<file path="src/rtl/adder_6bits.sv">
// Registered 6-bit unsigned adder built from a ripple chain of full-adder cells.
// The 7-bit result, with the true carry-out in bit 6, is registered every cycle.

module adder_6bits_ha (
  input  logic i_a,
  input  logic i_b,
  output logic o_s,
  output logic o_c
);
  assign o_s = i_a ^ i_b;
  assign o_c = i_a & i_b;
endmodule

module adder_6bits_fa (
  input  logic i_a,
  input  logic i_b,
  input  logic i_c,
  output logic o_s,
  output logic o_c
);
  logic w_s0;
  logic w_c0;
  logic w_c1;

  adder_6bits_ha u_ha0 (.i_a(i_a),  .i_b(i_b), .o_s(w_s0), .o_c(w_c0));
  adder_6bits_ha u_ha1 (.i_a(w_s0), .i_b(i_c), .o_s(o_s),  .o_c(w_c1));

  assign o_c = w_c0 | w_c1;
endmodule

module adder_6bits (
  input  logic       i_w_clk,
  input  logic       i_w_reset,
  input  logic [5:0] i_w_a,
  input  logic [5:0] i_w_b,
  output logic [6:0] o_w_s
);
  // w_carry[k] is the carry into stage k; stage 0 has no carry-in.
  logic [6:0] w_carry;
  logic [5:0] w_sum;
  logic [6:0] r_s;

  assign w_carry[0] = 1'b0;

  for (genvar k = 0; k < 6; k++) begin : g_stage
    adder_6bits_fa u_fa (
      .i_a(i_w_a[k]),
      .i_b(i_w_b[k]),
      .i_c(w_carry[k]),
      .o_s(w_sum[k]),
      .o_c(w_carry[k+1])
    );
  end

  always_ff @(posedge i_w_clk) begin
    if (i_w_reset) r_s <= 7'd0;
    else           r_s <= {w_carry[6], w_sum};
  end

  assign o_w_s = r_s;
endmodule

</file>
<file path="config.mk">
export PLATFORM = sky130hd
export DESIGN_NAME = adder_6bits
export DESIGN_NICKNAME = d
export VERILOG_FILES = /design/src/rtl/adder_6bits.sv
export SDC_FILE = /design/constraint.sdc
export NUM_CORES = 1
export LEC_CHECK = 0
export CAP_MARGIN = 25
export CORE_AREA = 2 2 39 41
export DETAILED_ROUTE_END_ITERATION = 16
export DIE_AREA = 0 0 41 43
export PLACE_DENSITY_LB_ADDON = 0.2
export SYNTH_ARGS = -nofsm -noshare
export SYNTH_HDL_FRONTEND = slang
export SYNTH_HIERARCHICAL = 1
export SYNTH_SLANG_ARGS = --single-unit
</file>
<file path="constraint.sdc">
create_clock -name i_w_clk -period 3.88 [get_ports i_w_clk]
set_input_delay 0.388 -clock i_w_clk [delete_from_list [all_inputs] [get_ports i_w_clk]]
set_output_delay 0.388 -clock i_w_clk [all_outputs]
set_load 0.02 [all_outputs]
</file>
==> results of run 1 <==
-- routing by layer --
metal / vias up / part of all wire (%) / global-route usage (%)
met4: 0 / 0 / 6.00
met3: 0 / 12 / 4.71
met1: 118 / 44 / 9.74
met5: - / 0 / 0
li1: 157 / - / -
met2: 15 / 44 / 12.5
-- how the worst max path moves through the flow --
stage / start / to / slack (ns) / cells past startpoint
finish: i_w_a[0] / o_w_s[6] / 0.76 / 14
detailed placement: i_w_a[0] / o_w_s[6] / 0.48 / 14
global route: i_w_a[0] / o_w_s[6] / 0.61 / 14
floorplan: i_w_a[0] / o_w_s[6] / 1.01 / 13
global placement: i_w_a[0] / o_w_s[6] / 0.48 / 14
CTS: i_w_a[0] / o_w_s[6] / 0.74 / 14
-- cells in the mapped netlist, drive strengths merged --
| cell type | number |
|---|---|
| or2 | 6 |
| dfxtp | 7 |
| ha | 12 |
| nor2b | 7 |
| conb | 1 |
-- cell usage in the layout, fill, tap and decap left out --
| cell type | n |
|---|---|
| clkbuf_1 | 1 |
| ha_1 | 12 |
| conb_1 | 1 |
| clkdlybuf4s50_1 | 20 |
| nor2b_1 | 7 |
| or2_1 | 6 |
| clkbuf_4 | 3 |
| dfxtp_1 | 7 |
-- cell families after synthesis --
| logic type | count (synthesis) | synth area share (%) |
|---|---|---|
| AND/OR/NAND/NOR | 13 | 21.7 |
| adder cells (fa/ha/maj) | 12 | 40.0 |
| flip-flops | 7 | 37.3 |
| other | 1 | 0.999 |
-- per-stage QoR --
step                      worst slack, ns  hold slack, ns  cell area [sq um]  cells  total power, mW
after floorplan                      1.01           0.460                375     33            0.117
after global placement              0.480            1.12                596     69            0.152
after detailed placement            0.478            1.12                596     69            0.152
after CTS                           0.738           0.860                622     73            0.222
after global routing                0.615           0.885                622     73            0.235
final                               0.757           0.850                622     73            0.216
-- power by group through the flow --
stage	clock [mW]	sequential [mW]	combinational, mW
4_1_cts	0.0706	0.0829	0.0681
2_1_floorplan	0	0.0965	0.0201
6_report	0.0666	0.0829	0.0667
3_5_place_dp	0	0.0844	0.0672
3_3_place_gp	0	0.0848	0.0674
5_1_grt	0.0767	0.0840	0.0747
-- cell type report --
cell class / count / area [sq um] / area share, %
multi-input cells: 26 / 235 / 37.8
repair buffers: 20 / 200 / 32.2
flip-flops and latches: 7 / 140 / 22.5
clock buffers: 4 / 26.3 / 4.23
well taps: 16 / 20.0 / 3.22
-- critical path, delay by kind of cell --
| kind | cells | cell delay [ns] |
|---|---|---|
| fa+ha+maj | 6 | 1.03 |
| simple gates | 7 | 1.42 |
| buf+inv | 1 | 0.40 |
==> metrics.csv, run 1 <==
metric;value;unit
RD Place Congestion;0.577;
post-synth top area share;40.0;%
post-synthesis sequential area ratio;37.3;%
Max Cap Viol;0;
Netlist cell types;5;
Min-Delay Path Class;input pin to flip-flop;
cell taking the most area after synthesis;ha_1;
max-slew violations;0;
first-pass GRT wire length;1000;microns
final setup violation count;0;
CP required;4.01;ns
CP peak stage delay;0.40;ns
Crit Path Max Fanout;1;
Clock transition at path regs;0.06;ns
clk sinks;7;
die area;0.00176;sq mm
final net count;84;
largest net degree at the start of global routing;8;
FF+latch count, synth;7;
warnings from Yosys;6;
Clk pwr share;30.8;%
initial DRC count;3;
PwrDens;348;mW/mm^2
total number of vias;290;
final wirelength;604;microns
Logic pwr share;30.9;%
RSZ-0062 raised after global routing;false;
min-delay src;i_w_reset;
critical path endpoint category;flip-flop;
clk root buf;clkbuf_4;
fraction of layout cells with a size suffix above 1;5.26;%
H-tree levels;1;
critical path type;input pin to flip-flop;
CP Cell Sequence;clkdlybuf4s50_1 -> ha_1 -> or2_1 -> ha_1 -> or2_1 -> ha_1 -> or2_1 -> ha_1 -> or2_1 -> ha_1 -> or2_1 -> ha_1 -> or2_1 -> nor2b_1;
switching power total;0.0557;mW
initial antenna violation count;0;
DRC;0;
TritonCTS clock tree;built;
number of diodes;0;
Syn Area/Cell;11.4;sq um
top area cells in the synthesized netlist;ha_1 (40%), dfxtp_1 (37%), nor2b_1 (12%);
die height;43;microns
CP Launch Type;input pin;
number of top-level pins;21;
I/O Buffers;20;
Leak;0.284;nW
max reg flops;7;
maximum VDD drop;0.000235;V
Initial Util;27.1;%
Worst Hold Depth;2;
Hold Path End;o_w_s[2];
setup_tns;0;ns
GRT overflow;0;
minimum clock period after layout;3.12;ns
final hold violations;0;
dpl hpwl;487;microns
detailed-router iteration count before antenna repair;2;
Crit path arrival time;3.25;ns
Crit-path slowest cell;clkdlybuf4s50_1;
switch share;25.8;%
CTS Buffer Depth;2;
die width;41;microns
net count after synthesis;59;
final core occ;44.9;%
Post-Syn Area;375;sq um
gate count of the mapped netlist;33;
Core Footprint;0.00138;sq mm
CTS Hold Bufs;0;
# Post-CTS Setup Buffers;0;
FMAX;0.320;GHz
Gates resized, CTS repair;0;
vias in the first global route;273;
Num CTS Buffers;3;
Area Growth Syn to Fin;65.7;%
Wirelength per Cell;8.27;microns
cell internal pwr;0.160;mW
via/cell ratio;3.97;
gr usage total;8.86;%
run status;finished clean;
Final ANT Viol Nets;0;
post-route clock period utilization;80.5;%
Seq pwr share;38.4;%
# rows;14;
fill count;148;
No activity file was read; power rests on OpenSTA's default activity.
==> run 2, diff against run 1 <==
Clock period 3.88 ns to 2.5 ns, I/O delays scaled along.
==> run 2 against run 1 <==
The run now ends with negative setup slack left; sequential share of layout area decreased by 0.79 points; clock-buffer cell count unchanged; worst hold slack got worse by 0.41 ns; largest power group unchanged; highest routed layer unchanged; final area increased by 3.6%; non-clock buffer count unchanged.
==> metrics.csv, run 2 (synthesis gave the netlist of run 1 again) <==
metric;value;unit
run status;finished with violations;
failing checks;negative setup slack;
Min-Delay Path Class;input pin to flip-flop;
detailed-router iteration count before antenna repair;1;
CTS Buffer Depth;2;
fraction of layout cells with a size suffix above 1;21.1;%
largest net degree at the start of global routing;8;
Core Footprint;0.00138;sq mm
met3 Track Usage GR;4.71;%
RSZ-0062 raised after global routing;true;
vias in the first global route;313;
die area;0.00176;sq mm
Most Used Layer, Global Route;met2;
Leak;0.280;nW
die height;43;microns
FMAX;0.399;GHz
Crit Path Max Fanout;1;
DRC;0;
clk root buf;clkbuf_4;
initial DRC count;0;
Num CTS Buffers;3;
total number of vias;308;
commonest non-fill, non-tap cell in the layout;clkdlybuf4s50_1;
critical path type;input pin to flip-flop;
gr usage total;9.94;%
Area Growth Syn to Fin;71.7;%
final setup violation count;1;
Initial Util;27.1;%
die width;41;microns
routing usage on met2;15.3;%
first-pass GRT wire length;1150;microns
final non-filler cell total;73;
I/O Buffers;20;
H-tree levels;1;
Crit path arrival time;2.63;ns
clk sinks;7;
max reg flops;7;
CP Launch Type;input pin;
number of top-level pins;21;
initial antenna violation count;0;
PwrDens;523;mW/mm^2
RD Place Congestion;0.556;
# rows;14;
Wirelength per Cell;8.23;microns
placed insts;69;
setup ws final;-0.00345;ns
CP required;2.63;ns
post-route clock period utilization;100;%
number of diodes;0;
GRT overflow;0;
Max Cap Viol;0;
max-slew violations;0;
met1 usage;11.3;%
# Post-CTS Setup Buffers;0;
TritonCTS clock tree;built;
via/cell ratio;4.22;
final net count;84;
final hold violations;0;
critical path endpoint category;flip-flop;
commonest non-fill, non-tap cells in the layout;clkdlybuf4s50_1 (16), nor2b_1 (7), dfxtp_1 (7);
Clock transition at path regs;0.06;ns
fill count;151;
dpl hpwl;541;microns
CTS Hold Bufs;0;
minimum clock period after layout;2.50;ns
maximum VDD drop;0.000193;V
final wirelength;601;microns
Total Power;0.337;mW
Final ANT Viol Nets;0;
run 2: final cells by class:
| cell class | instances | area [sq um] | share of cell area (%) |
|---|---|---|---|
| sequential | 7 | 140 | 21.7 |
| multi-input combinational | 26 | 260 | 40.4 |
| tap | 16 | 20.0 | 3.11 |
| clock buffer | 4 | 26.3 | 4.08 |
| timing repair buffer | 20 | 198 | 30.7 |
run 2: stage by stage:
step / hold WS, ns / utilization (%) / worst slack, ns / TNS, ns / area, sq um
global placement: 0.994 / 43.9 / -0.648 / -1.32 / 608
global route: 0.464 / 46.6 / -0.134 / -0.161 / 644
finish: 0.442 / 46.6 / -0.00345 / -0.00345 / 644
CTS: 0.452 / 46.6 / -0.139 / -0.187 / 644
floorplan: 0.322 / - / -0.143 / -0.165 / 388
detailed placement: 0.992 / 43.9 / -0.677 / -1.42 / 608
run 2: power by group:
group	total, mW	internal [mW]	switching [mW]
Combinational	0.106	0.0636	0.0421
Sequential	0.129	0.126	0.00298
Clock	0.103	0.0609	0.0417
run 2: worst max-delay path, cell delays in order:
cell and delay [ns]:
buf_6 0.10, ha_4 0.14, or2_1 0.22, ha_2 0.16
or2_1 0.20, ha_2 0.16, or2_1 0.21, ha_2 0.16
or2_1 0.21, ha_2 0.16, or2_1 0.21, ha_2 0.16
or2_1 0.19, nor2b_1 0.12
run 2: routing by layer:
layer / part of all wire (%) / routed length, microns
met1: 41 / 246
met2: 50 / 298
met3: 9.5 / 57
met4: 0 / 0
met5: 0 / 0
run 2: worst paths after layout:
check | depth (start not counted) | slack (ns) | endpoint | startpoint
max | 14 | -0.003 | o_w_s[6] | i_w_b[0]
min | 4 | 0.44 | o_w_s[0] | i_w_a[0]
run 2: what timing repair did:
item / CTS / global route
setup endpoints to repair: 2 / 2
pin swaps: 13 / 10
resized for setup: 16 / 0
